--- config.mk ---
export PLATFORM = sky130hd
export DESIGN_NAME = i2c_xfer_arbiter
export DESIGN_NICKNAME = d
export VERILOG_FILES = /design/src/rtl/i2c_ctrl_pkg.sv /design/src/rtl/rr_arbiter.sv /design/src/rtl/i2c_xfer_arbiter.sv
export SDC_FILE = /design/constraint.sdc
export NUM_CORES = 1
export LEC_CHECK = 0
export CORE_MARGIN = 2
export CORE_UTILIZATION = 30
export CTS_CLUSTER_DIAMETER = 60
export DETAILED_ROUTE_END_ITERATION = 8
export HOLD_SLACK_MARGIN = 0.05
export PLACE_DENSITY = 0.7
export SETUP_SLACK_MARGIN = 0.5
export SYNTH_ARGS = -nofsm -noshare
export SYNTH_HDL_FRONTEND = slang
export SYNTH_SLANG_ARGS = --single-unit
--- constraint.sdc ---
create_clock -name clk -period 4.2 [get_ports clk]
set_input_delay 0.84 -clock clk [delete_from_list [all_inputs] [get_ports clk]]
set_output_delay 0.84 -clock clk [all_outputs]
set_load 0.05 [all_outputs]
--- src/rtl/i2c_ctrl_pkg.sv ---
// i2c_ctrl_pkg: shared FSM states, response codes and counter sizing for the I2C transfer arbiter
package i2c_ctrl_pkg;
    typedef enum logic [2:0] {
        S_IDLE,
        S_LAUNCH,
        S_WAIT_BUSY,
        S_WAIT_DONE,
        S_DRAIN,
        S_RESP
    } state_t;

    typedef enum logic [1:0] {
        RSP_OK      = 2'b00,
        RSP_NACK    = 2'b01,
        RSP_TIMEOUT = 2'b10
    } rsp_status_t;

    function automatic int cnt_width(input int max_val);
        return (max_val < 1) ? 1 : $clog2(max_val + 1);
    endfunction
endpackage

--- src/rtl/rr_arbiter.sv ---
// rr_arbiter: one-hot round-robin picker; search starts at the pointer, pointer moves past each winner
module rr_arbiter #(
    parameter int N = 4,
    localparam int IW = (N > 1) ? $clog2(N) : 1
) (
    input  logic          clk,
    input  logic          rst,
    input  logic [N-1:0]  req,
    input  logic          advance,
    output logic [N-1:0]  grant,
    output logic [IW-1:0] idx
);
    logic [IW-1:0] r_ptr;
    logic [IW-1:0] w_cand;

    always_comb begin
        grant  = '0;
        idx    = '0;
        w_cand = '0;
        for (int i = N - 1; i >= 0; i--) begin
            w_cand = IW'((int'(r_ptr) + i) % N);
            if (req[w_cand]) begin
                grant         = '0;
                grant[w_cand] = 1'b1;
                idx           = w_cand;
            end
        end
    end

    always_ff @(posedge clk or posedge rst) begin
        if (rst)
            r_ptr <= '0;
        else if (advance && |req)
            r_ptr <= (idx == IW'(N - 1)) ? '0 : idx + IW'(1);
    end
endmodule

--- src/rtl/i2c_xfer_arbiter.sv ---
// i2c_xfer_arbiter: round-robin sharing of one I2C master among NUM_REQ requesters with NACK retry and watchdog
module i2c_xfer_arbiter
    import i2c_ctrl_pkg::*;
#(
    parameter int NUM_REQ        = 4,
    parameter int TIMEOUT_CYCLES = 200000,
    parameter int MAX_RETRY      = 1
) (
    input  logic                          clk,
    input  logic                          rst,
    input  logic [NUM_REQ-1:0]            req,
    input  logic [NUM_REQ-1:0][7:0][7:0]  req_data,
    input  logic [NUM_REQ-1:0][2:0]       req_num_bytes,
    output logic [NUM_REQ-1:0]            gnt,
    output logic [NUM_REQ-1:0]            rsp_valid,
    output logic [1:0]                    rsp_status,
    output logic                          m_start,
    output logic [7:0][7:0]               m_data_array,
    output logic [2:0]                    m_num_bytes,
    input  logic                          m_busy,
    input  logic                          m_done,
    input  logic                          m_ack_error
);
    localparam int IW  = (NUM_REQ > 1) ? $clog2(NUM_REQ) : 1;
    localparam int WDW = cnt_width(TIMEOUT_CYCLES);
    localparam int RTW = cnt_width(MAX_RETRY);
    localparam logic [WDW-1:0] WD_MAX  = WDW'(TIMEOUT_CYCLES);
    localparam logic [WDW-1:0] WD_LAST = WDW'(TIMEOUT_CYCLES - 1);
    localparam logic [RTW-1:0] RT_MAX  = RTW'(MAX_RETRY);

    state_t               r_state, w_next;
    logic [NUM_REQ-1:0]   r_gnt, w_arb_gnt;
    logic [IW-1:0]        w_arb_idx;
    logic [7:0][7:0]      r_data;
    logic [2:0]           r_nbytes;
    rsp_status_t          r_status;
    logic [RTW-1:0]       r_retry;
    logic [WDW-1:0]       r_wdog;
    logic                 w_grant, w_timeout, w_retry, w_watch;

    assign w_grant   = (r_state == S_IDLE) && |req && !m_busy;
    assign w_watch   = (r_state == S_WAIT_BUSY) || (r_state == S_WAIT_DONE);
    assign w_timeout = r_wdog >= WD_LAST;
    assign w_retry   = (r_status == RSP_NACK) && (r_retry < RT_MAX);

    rr_arbiter #(.N(NUM_REQ)) u_arb (
        .clk     (clk),
        .rst     (rst),
        .req     (req),
        .advance (w_grant),
        .grant   (w_arb_gnt),
        .idx     (w_arb_idx)
    );

    always_ff @(posedge clk or posedge rst) begin
        if (rst)
            r_state <= S_IDLE;
        else
            r_state <= w_next;
    end

    always_comb begin
        w_next    = r_state;
        m_start   = r_state == S_LAUNCH;
        gnt       = (r_state == S_RESP) ? '0 : r_gnt;
        rsp_valid = (r_state == S_RESP) ? r_gnt : '0;
        case (r_state)
            S_IDLE:      w_next = w_grant ? S_LAUNCH : S_IDLE;
            S_LAUNCH:    w_next = S_WAIT_BUSY;
            S_WAIT_BUSY: w_next = m_busy ? S_WAIT_DONE : w_timeout ? S_DRAIN : S_WAIT_BUSY;
            S_WAIT_DONE: w_next = (m_done || w_timeout) ? S_DRAIN : S_WAIT_DONE;
            S_DRAIN:     w_next = m_busy ? S_DRAIN : w_retry ? S_LAUNCH : S_RESP;
            S_RESP:      w_next = S_IDLE;
            default:     w_next = S_IDLE;
        endcase
    end

    // Retry count is cleared at grant so a NACK relaunch keeps its attempt history.
    always_ff @(posedge clk or posedge rst) begin
        if (rst) begin
            r_gnt    <= '0;
            r_data   <= '0;
            r_nbytes <= '0;
            r_status <= RSP_OK;
            r_retry  <= '0;
            r_wdog   <= '0;
        end else begin
            if (w_grant) begin
                r_gnt    <= w_arb_gnt;
                r_data   <= req_data[w_arb_idx];
                r_nbytes <= req_num_bytes[w_arb_idx];
                r_retry  <= '0;
            end
            if (r_state == S_LAUNCH) begin
                r_wdog   <= '0;
                r_status <= RSP_OK;
            end
            if (w_watch)
                r_wdog <= (r_wdog == WD_MAX) ? r_wdog : r_wdog + WDW'(1);
            if (w_watch && w_next == S_DRAIN)
                r_status <= (r_state == S_WAIT_DONE && m_done) ?
                            (m_ack_error ? RSP_NACK : RSP_OK) : RSP_TIMEOUT;
            if (r_state == S_DRAIN && w_next == S_LAUNCH)
                r_retry <= r_retry + RTW'(1);
            if (r_state == S_RESP)
                r_gnt <= '0;
        end
    end

    assign rsp_status   = r_status;
    assign m_data_array = r_data;
    assign m_num_bytes  = r_nbytes;
endmodule
==> flow_metrics.env <==
export IMPL_ant_nets=0
export IMPL_timing_critical_path_from="u_arb.r_ptr[0]$_DFFE_PP0P_"
export IMPL_start_util_pct=30.4
export IMPL_cts_tree="built"
export IMPL_gr_total_overflow=0
export IMPL_finalWirelength_mm=26.5
export IMPL_yosysMostFrequentCell="nand2_1"
export IMPL_vias=7379
export IMPL_setup_violations_final=0
export IMPL_maxCapViolations=0
export IMPL_num_io_pins=355
export IMPL_max_freq_mhz=289
export IMPL_dr_pass1_iters=9
export IMPL_finalCritPeriodShare_pct=82.4
export IMPL_slew_violations=0
export IMPL_post_cts_buffers=0
export IMPL_synth_area_leaders="dfrtp_1 37%, mux2i_1 7.6%, mux2_2 7.5%"
export IMPL_cts_root_buf="clkbuf_16"
export IMPL_ys_seq_area_share_pct=36.9
export IMPL_grt_pass1_vias=7266
export IMPL_path_class="reg2reg"
export IMPL_required_ns=4.46
export IMPL_track_usage_pct=22.1
export IMPL_fin_util_pct=49.7
export IMPL_ctsHoldBuffers=0
export IMPL_timing_critical_path_buf_inv=2
export IMPL_power_density_nw_per_um2=736
export IMPL_ir_drop_mv=0.454
export IMPL_hold_viol_final=0
export IMPL_drt_iter0_markers=634
export IMPL_cts_path_max_buffers=2
export IMPL_wire_per_inst_microns=20.0
export IMPL_io_buffers=354
export IMPL_syn_instance_count=709
export IMPL_ys_warn_count=0
export IMPL_viasPerCell=5.59
export IMPL_crit_path_cell_trace="inv_1, ha_1, mux4_2, o21bai_1, a21oi_4, buf_4, a222oi_1, o221ai_1"
export IMPL_cp_max_fo=22
export IMPL_start_kind="register"
export IMPL_slew_headroom_pct=50.4
export IMPL_grt_max_degree=64
export IMPL_status="complete, no violations"
export IMPL_rsz0062_at_grt="no"
export IMPL_ys_top_cells_by_count="98 x nand2_1, 97 x dfrtp_1, 50 x mux2i_1"
export IMPL_antenna_found_initial=3
export IMPL_hold_ws_ns=0.485
export IMPL_rows=54
export IMPL_final_nets=1319
export IMPL_leakagePower_nw=4.34
export IMPL_die_width_microns=152
export IMPL_path_depth=8
export IMPL_globalplace_congestion=0.829
export IMPL_max_stage_delay_ns=0.63
export IMPL_critical_path_top_delay_family="compound AO/OA/AOI/OAI gates"
export IMPL_synth_edf_count=0
export IMPL_crit_path_end_kind="register"
export IMPL_clk_insertion_delay_late_ns=0.35
export IMPL_htreeDepth=3
export IMPL_setup_tns_ns=0
export IMPL_grt_first_pass_wirelength_mm=41.2
export IMPL_hpwl_mm=19.1
export IMPL_die_area_sq_um=23200
export IMPL_ys_types=45
export IMPL_chipHeight_microns=152
export IMPL_synth_async_reset_ratio_pct=100
export IMPL_cts_resized=0
export IMPL_holdCritPathClass="reg2reg"
export IMPL_r2r_cells=8
export IMPL_min_period_ns=3.46
export IMPL_clk_pin_slew_ns=0.07
export IMPL_fin_worst_skew_ns=0.00863
export IMPL_cts_sinks=97
export IMPL_crit_path_end="m_data_array[56]$_DFFE_PP0P_"
export IMPL_tightest_slew_ns=0.743
export IMPL_slowest_stage="a21oi_4"
export IMPL_synth_seq_cells=97
export IMPL_synth_ff_type="dfrtp_1"
export IMPL_netlist_area_leader_share_pct=36.9
export IMPL_synth_avg_cell_area_sq_um=9.29
export IMPL_synthesis_nets=995
export IMPL_reg2reg_to="m_data_array[56]$_DFFE_PP0P_"
export IMPL_r2r_start="u_arb.r_ptr[0]$_DFFE_PP0P_"
export IMPL_synth_area_leader_cell="dfrtp_1"
export IMPL_area_delta_synth_final_pct=63.8
export IMPL_cts_buffers=9
export IMPL_remaining_drc_errors=0
export IMPL_r2r_slack_ns=0.74
export IMPL_cp_arrival_ns=3.72
export IMPL_core_sq_um=21700
export IMPL_drive_gt1_share_pct=9.34
export IMPL_syn_cell_area_sq_um=6590
-- worst register-to-register path, cell delays in order, from the launching register on --
cell and delay [ns]:
dfrtp_2 0.60, inv_1 0.24, ha_1 0.46, mux4_2 0.45, o21bai_1 0.28, a21oi_4 0.63, buf_4 0.37, a222oi_1 0.13
o221ai_1 0.22
-- power by group --
group          switching (mW)  internal [mW]  total, mW
clock                   0.409          0.473      0.882
combinational            3.32           2.14       5.46
sequential              0.280           1.31       1.59
-- stage by stage --
step / setup slack [ns] / instance area, sq um / power, mW / std cells
2_1_floorplan: 0.826 / 6590 / 5.23 / 709
3_5_place_dp: 0.367 / 10500 / 7.05 / 1302
5_1_grt: 0.509 / 10800 / 8.41 / 1319
4_1_cts: 0.718 / 10800 / 7.96 / 1318
6_report: 0.739 / 10800 / 7.93 / 1320
3_3_place_gp: 0.475 / 10500 / 6.99 / 1302
-- cell usage in the layout, fill, tap and decap left out, drive strengths merged, types with 16 or more instances in the layout --
master,Yosys,final
mux2i,50,50
dfrtp,97,97
buf,13,20
mux2,44,44
a21oi,36,36
nand2,98,98
o21ai,21,21
nor2,36,36
a211oi,46,46
and3,32,32
o221ai,43,43
clkdlybuf4s50,0,354
nand3,16,16
a222oi,43,43
-- per-layer routing --
metal  part of all wire (%)  vias up  track usage [%]
met3                    8.7       32             5.57
met2                     49      376             37.4
met5                  0.049        -                0
met4                    2.0        2             6.94
li1                       -     3418                -
met1                     40     3551             27.7
-- worst min path at each step --
stage / startpoint / endpoint / cells past startpoint
2_1_floorplan: r_wdog[17]$_DFFE_PP0P_ / r_wdog[17]$_DFFE_PP0P_ / 1
3_3_place_gp: m_data_array[24]$_DFFE_PP0P_ / m_data_array[24]$_DFFE_PP0P_ / 2
3_5_place_dp: r_wdog[17]$_DFFE_PP0P_ / r_wdog[17]$_DFFE_PP0P_ / 1
4_1_cts: r_wdog[17]$_DFFE_PP0P_ / r_wdog[17]$_DFFE_PP0P_ / 1
5_1_grt: r_wdog[17]$_DFFE_PP0P_ / r_wdog[17]$_DFFE_PP0P_ / 1
6_report: m_data_array[33]$_DFFE_PP0P_ / m_data_array[33]$_DFFE_PP0P_ / 2
-- final cells by class --
cell class                 instances  area [sq um]
antenna                            2          5.00
clock buffer                      10           229
clock inverter                     6          75.1
fill                            2042         10900
inverter                          11          43.8
multi-input combinational        540          3910
sequential                        97          2430
tap                              280           350
timing repair buffer             374          3740
-- cell families after synthesis --
| kind of cell | synth area share [%] |
|---|---|
| simple gates | 15.6 |
| compound gates | 24.3 |
| mux | 16.5 |
| flops | 36.9 |
| buf+inv | 4.35 |
| fa+ha+maj | 1.71 |
| xor+xnor | 0.665 |
-- flip-flops by register name, indices dropped and copies added, names as in the netlist --
name / count
r_wdog: 18
r_retry: 1
r_state: 3
rsp_status: 2
m_data_array: 64
r_gnt: 4
u_arb.r_ptr: 2
m_num_bytes: 3
No activity file was read; power rests on OpenSTA's default activity.
==> RTL edit 1 (same flow settings) <==
Re-encode `state_t` (6 states) as one-hot, 6 bits wide.
--- a/src/rtl/i2c_ctrl_pkg.sv
+++ b/src/rtl/i2c_ctrl_pkg.sv
@@ -1,12 +1,12 @@
 // i2c_ctrl_pkg: shared FSM states, response codes and counter sizing for the I2C transfer arbiter
 package i2c_ctrl_pkg;
-    typedef enum logic [2:0] {
-        S_IDLE,
-        S_LAUNCH,
-        S_WAIT_BUSY,
-        S_WAIT_DONE,
-        S_DRAIN,
-        S_RESP
+    typedef enum logic [5:0] {
+        S_IDLE      = 6'b000001,
+        S_LAUNCH    = 6'b000010,
+        S_WAIT_BUSY = 6'b000100,
+        S_WAIT_DONE = 6'b001000,
+        S_DRAIN     = 6'b010000,
+        S_RESP      = 6'b100000
     } state_t;
 
     typedef enum logic [1:0] {
Behaviour: same outputs for any inputs over 4 cycles, from zero or initial values and one cycle with rst high; so few cycles prove little.
==> RTL edit 1 against the original RTL <==
Final area grew 15%; die area grew 25%; wire length grew 34%; sequential cell count grew 3; maximum frequency shrank 1.4%; non-clock buffer count grew 11; total power grew 17%; register-to-register slack gained 100 ps; sequential share of layout area shrank 2.3 points; synthesized area grew 25%; clock skew grew 5.5 ps; synthesized cell count grew 42%; setup slack lost 48 ps; final cell count grew 24%; largest cell class unchanged.
==> RTL edit 1: results (changes against the original RTL) <==
* Outcome: completed
* Drt initial violations at 714 (+13%)
* DR vias at 9,758 (+32%)
* Sw frac at 54.0% (+3.4 points)
* Worst Clk Skew at 14.1 ps (+5.51 ps)
* Commonest cells post-synth: 143 x nand3_1, 123 x o21ai_0, 122 x a21oi_1
* Largest cells by area after synthesis: dfrtp_1 30%, nand3_1 8.7%, a221o_1 8.0%
* Pleak at 4.56 nW (+5.1%)
* Unique masters post-synth at 60 (+33%)
* Register area share after synthesis at 30.4% (-6.5 points)
* DR WL met3 at 2720 um (+18%)
* GPL Wtd Cong at 0.879 (+6.1%)
* Top routing layer used: met4
* Crit Path Max Fanout at 9 (-59%)
* Vias in the first global route at 9,363 (+29%)
* M3 GR Usage at 5.53% (-0.040 points)
* Placed Area at 12,100 um^2 (+15%)
* Worst-path clk slew at 80 ps
* Crit-path slowest cell: clkdlybuf4s50_1
* Worst EP arrival at 2670 ps (-1050 ps)
* Fillers at 2,636 (+29%)
* Sequential power share at 17.4% (-2.6 points)
* Routed wire length at 35,600 um (+34%)
* FF-to-FF Start: u_arb.r_ptr[1]
* Global Route met2 Usage at 39.3% (+1.9 points)
* Mapped Nets at 1,296 (+30%)
* Hold Path Origin: r_retry
* CP Launch Point: r_state[2]
* Met1 Usage GRT at 30.6% (+2.9 points)
* DP HPWL at 24,800 um (+30%)
* Combinational gate power at 0.00676 W (+24%)
* Share of layout cells above drive strength 1 at 6.73% (-2.6 points)
* Fin nets at 1,574 (+19%)
* All-Layer GR Usage at 23.7% (+1.7 points)
* Post-synth EDFFs at 0 (unchanged)
* Clock tree root driver cell: clkbuf_16
* First-pass GRT wire length at 53,800 um (+30%)
* Largest net degree at the start of global routing at 94 (+47%)
* Max stage delay on crit path at 800 ps (+170 ps)
* Worst-margin pin slew at 1140 ps (+400 ps)
* Metal-1 WL at 15,100 um (+41%)
* Synth Warn # at 0 (unchanged)
==> RTL edit 1: final timing paths <==
check	to	slack, ps	depth (start not counted)
min in group asynchronous	m_data_array[3]	960	2
setup / recovery	m_start	690	5
hold reg to reg	r_retry	470	2
hold / removal	r_retry	470	2
setup reg to reg	m_data_array[49]	840	10
max in group asynchronous	m_data_array[55]	2490	3
==> RTL edit 1: cells by family after synthesis <==
| kind of cell | Yosys count | synth area share [%] |
|---|---|---|
| AOI/OAI and AO/OA | 418 | 34.7 |
| muxes | 24 | 4.05 |
| xor gates and xnor gates | 11 | 1.17 |
| DFF | 100 | 30.4 |
| buffers and inverters | 131 | 6.58 |
| adders and majority gates | 9 | 1.37 |
| and+or+nand+nor | 317 | 21.8 |
==> RTL edit 1: per-stage QoR <==
stage / instances / util (%) / setup slack (ps) / hold WS (ps)
after floorplan: 1010 / - / 649 / 440
after global placement: 1618 / 44.8 / 402 / 456
after detailed placement: 1618 / 44.8 / 356 / 459
after CTS: 1634 / 46.0 / 654 / 477
after global routing: 1637 / 46.0 / 526 / 499
final: 1637 / 46.0 / 691 / 470
==> RTL edit 1: worst max-delay path: cells and delay by family, from the launching register on <==
| family | cells | cell delay (ps) |
|---|---|---|
| and+or+nand+nor | 2 | 810 |
| buffers and inverters | 3 | 1070 |
| DFF | 1 | 430 |
==> RTL edit 1: final cells by class <==
class                      count  area share [%]
multi-input combinational    779            42.3
tap                          341            3.44
antenna                        3          0.0606
inverter                      13           0.434
sequential                   100            20.2
timing repair buffer         385            31.1
clock buffer                   9            1.82
clock inverter                 7           0.636
==> RTL edit 2 (same settings) <==
Made on the original files. `TIMEOUT_CYCLES`: 200000 -> 100000.
--- a/src/rtl/i2c_xfer_arbiter.sv
+++ b/src/rtl/i2c_xfer_arbiter.sv
@@ -3,7 +3,7 @@
     import i2c_ctrl_pkg::*;
 #(
     parameter int NUM_REQ        = 4,
-    parameter int TIMEOUT_CYCLES = 200000,
+    parameter int TIMEOUT_CYCLES = 100000,
     parameter int MAX_RETRY      = 1
 ) (
     input  logic                          clk,
Check against the original RTL: no difference found for any inputs over 4 cycles, from zero or initial values and one cycle with rst high; that may be too few to reach the edited logic, so the function may still have changed.
==> RTL edit 2 against the original RTL <==
Final area up 4.0%; largest power group unchanged; first-iteration DRC count is 22% lower; die area increased by 6.3%; sequential cell count shrank 1; synthesized area rose by 6.4%; count of clock-buffer cells in the layout is the same; clock skew rose by 0.85 ps; via count grew 8.0%; wire length is 12% higher; setup slack lost 81 ps; total power increased by 7.2%; critical path depth stayed put.
==> RTL edit 2: results (changes against the original RTL) <==
* Max FFs per register at 64 (unchanged)
* Pleak at 4.40 nW (+1.3%)
* Number of detailed-route iterations in the first pass at 5 (-4)
* All-Layer GR Usage at 23.3% (+1.3 points)
* Largest cells by area after synthesis: dfrtp_1 34%, mux2i_1 9.3%, nand2_1 7.6%
* Final hold violations at 0 (unchanged)
* Pre-CTS WS at 176 ps (-191 ps)
* Worst skew pair latency at 360 ps
* Unique masters post-synth at 61 (+36%)
* Crit Path Max Fanout at 32 (+45%)
* GPL Wtd Cong at 0.888 (+7.2%)
* Fin nets at 1,418 (+7.5%)
* Drt initial violations at 495 (-22%)
* Total CTS buffers at 9 (unchanged)
* Ys async rst share at 100% (unchanged)
* Largest net degree at the start of global routing at 54 (-16%)
* Initial antenna violation count at 1 (-2)
* Port buffer count at 354 (unchanged)
* Commonest cells post-synth: 142 x nand2_1, 96 x dfrtp_1, 65 x mux2i_1
* Clock tree root driver cell: clkbuf_16
* Worst hold-check path type: reg2reg
* Clock Path Buffers at 2 (unchanged)
* Via/cell ratio at 5.50 (-1.7%)
* Fillers at 2,168 (+6.2%)
* Synth Warn # at 0 (unchanged)
* DP HPWL at 21,400 um (+12%)
* H-tree depth at 3 (unchanged)
* Post-DR wirelength/cell at 20.5 um (+2.3%)
* Vias in the first global route at 8,007 (+10%)
* Worst EP arrival at 3740 ps (+20 ps)
* XOR/XNOR Fraction of Synth Area at 0.500% (-0.17 points)
* Post-Synth Adder-Cell Area at 1.61% (-0.10 points)
* Synth Area in Compound Gates at 29.3% (+5.0 points)
* Worst-margin pin slew at 1120 ps (+377 ps)
* Share of layout cells above drive strength 1 at 5.55% (-3.8 points)
* First-pass GRT wire length at 44,500 um (+8.0%)
* Outcome: completed
* Peak VDD IR at 0.344 mV (-24%)
* Mux contribution to synthesized area at 10.6% (-5.9 points)
* Top_reg_cell synth: dfrtp_1
* Mapped Nets at 1,094 (+9.9%)
* Register area share after synthesis at 34.3% (-2.6 points)
* Worst-path clk slew at 80 ps
* Worst Clk Skew at 9.48 ps (+0.847 ps)
[RTL edit 2: cell type report]
cell class                      count  share of cell area (%)
Inverter                           10                   0.357
Timing Repair Buffer              383                    34.3
Sequential cell                    96                    21.4
Antenna cell                        1                  0.0223
Clock inverter                      5                   0.357
Multi-Input combinational cell    632                    37.9
Clock buffer                       10                    2.13
Tap cell                          313                    3.49
[RTL edit 2: logic make-up (layout without fill, tap and decap cells)]
group	count (synthesis)	after routing
adders and majority gates	9	9
and+or+nand+nor	275	276
AOI/OAI and AO/OA	273	273
muxes	70	70
buffers and inverters	81	408
DFF	96	96
other	0	1
xor gates and xnor gates	4	4
[RTL edit 2: critical path, stage by stage]
cell and delay (ps):
clkdlybuf4s50_1 580, mux4_2 660, a211oi_2 460, o21a_4 420, buf_12 260, mux2i_1 290, o2bb2ai_1 140, a31oi_1 60
[RTL edit 2: through the flow]
stage,cells,cell area (um^2)
2_1_floorplan,808,7010
3_3_place_gp,1426,10800
3_5_place_dp,1426,10800
4_1_cts,1441,11100
5_1_grt,1450,11200
6_report,1450,11200
[RTL edit 2: path summary, 6_finish.rpt]
check,start,endpoint,cells after the start,slack (ps)
max in group asynchronous,rst,m_data_array[15],3,2650
hold reg to reg,m_data_array[42],m_data_array[42],1,490
setup reg to reg,u_arb.r_ptr[1],m_data_array[2],9,800
hold / removal,m_data_array[42],m_data_array[42],1,490
min in group asynchronous,rst,m_data_array[21],2,880
setup / recovery,req[3],m_data_array[2],8,660
[RTL edit 2: what timing repair did]
item,in CTS,in global routing
resized for setup,0,2
setup endpoints to repair,0,22
buffers inserted,0,7
[RTL edit 2: routing by layer]
| layer | track usage (%) | up-vias | routed length (um) |
|---|---|---|---|
| met1 | 28.7 | 3875 | 12400 |
| met2 | 39.7 | 325 | 14700 |
| met5 | 0 | - | 0 |
| met3 | 5.15 | 49 | 1770 |
| met4 | 9.00 | 0 | 841 |
| li1 | - | 3719 | - |
[RTL edit 2: where the power goes]
part / switching (W) / total, W / internal, W
clock network: 0.000402 / 0.000823 / 0.000421
logic: 0.00373 / 0.00606 / 0.00233
registers: 0.000300 / 0.00162 / 0.00132
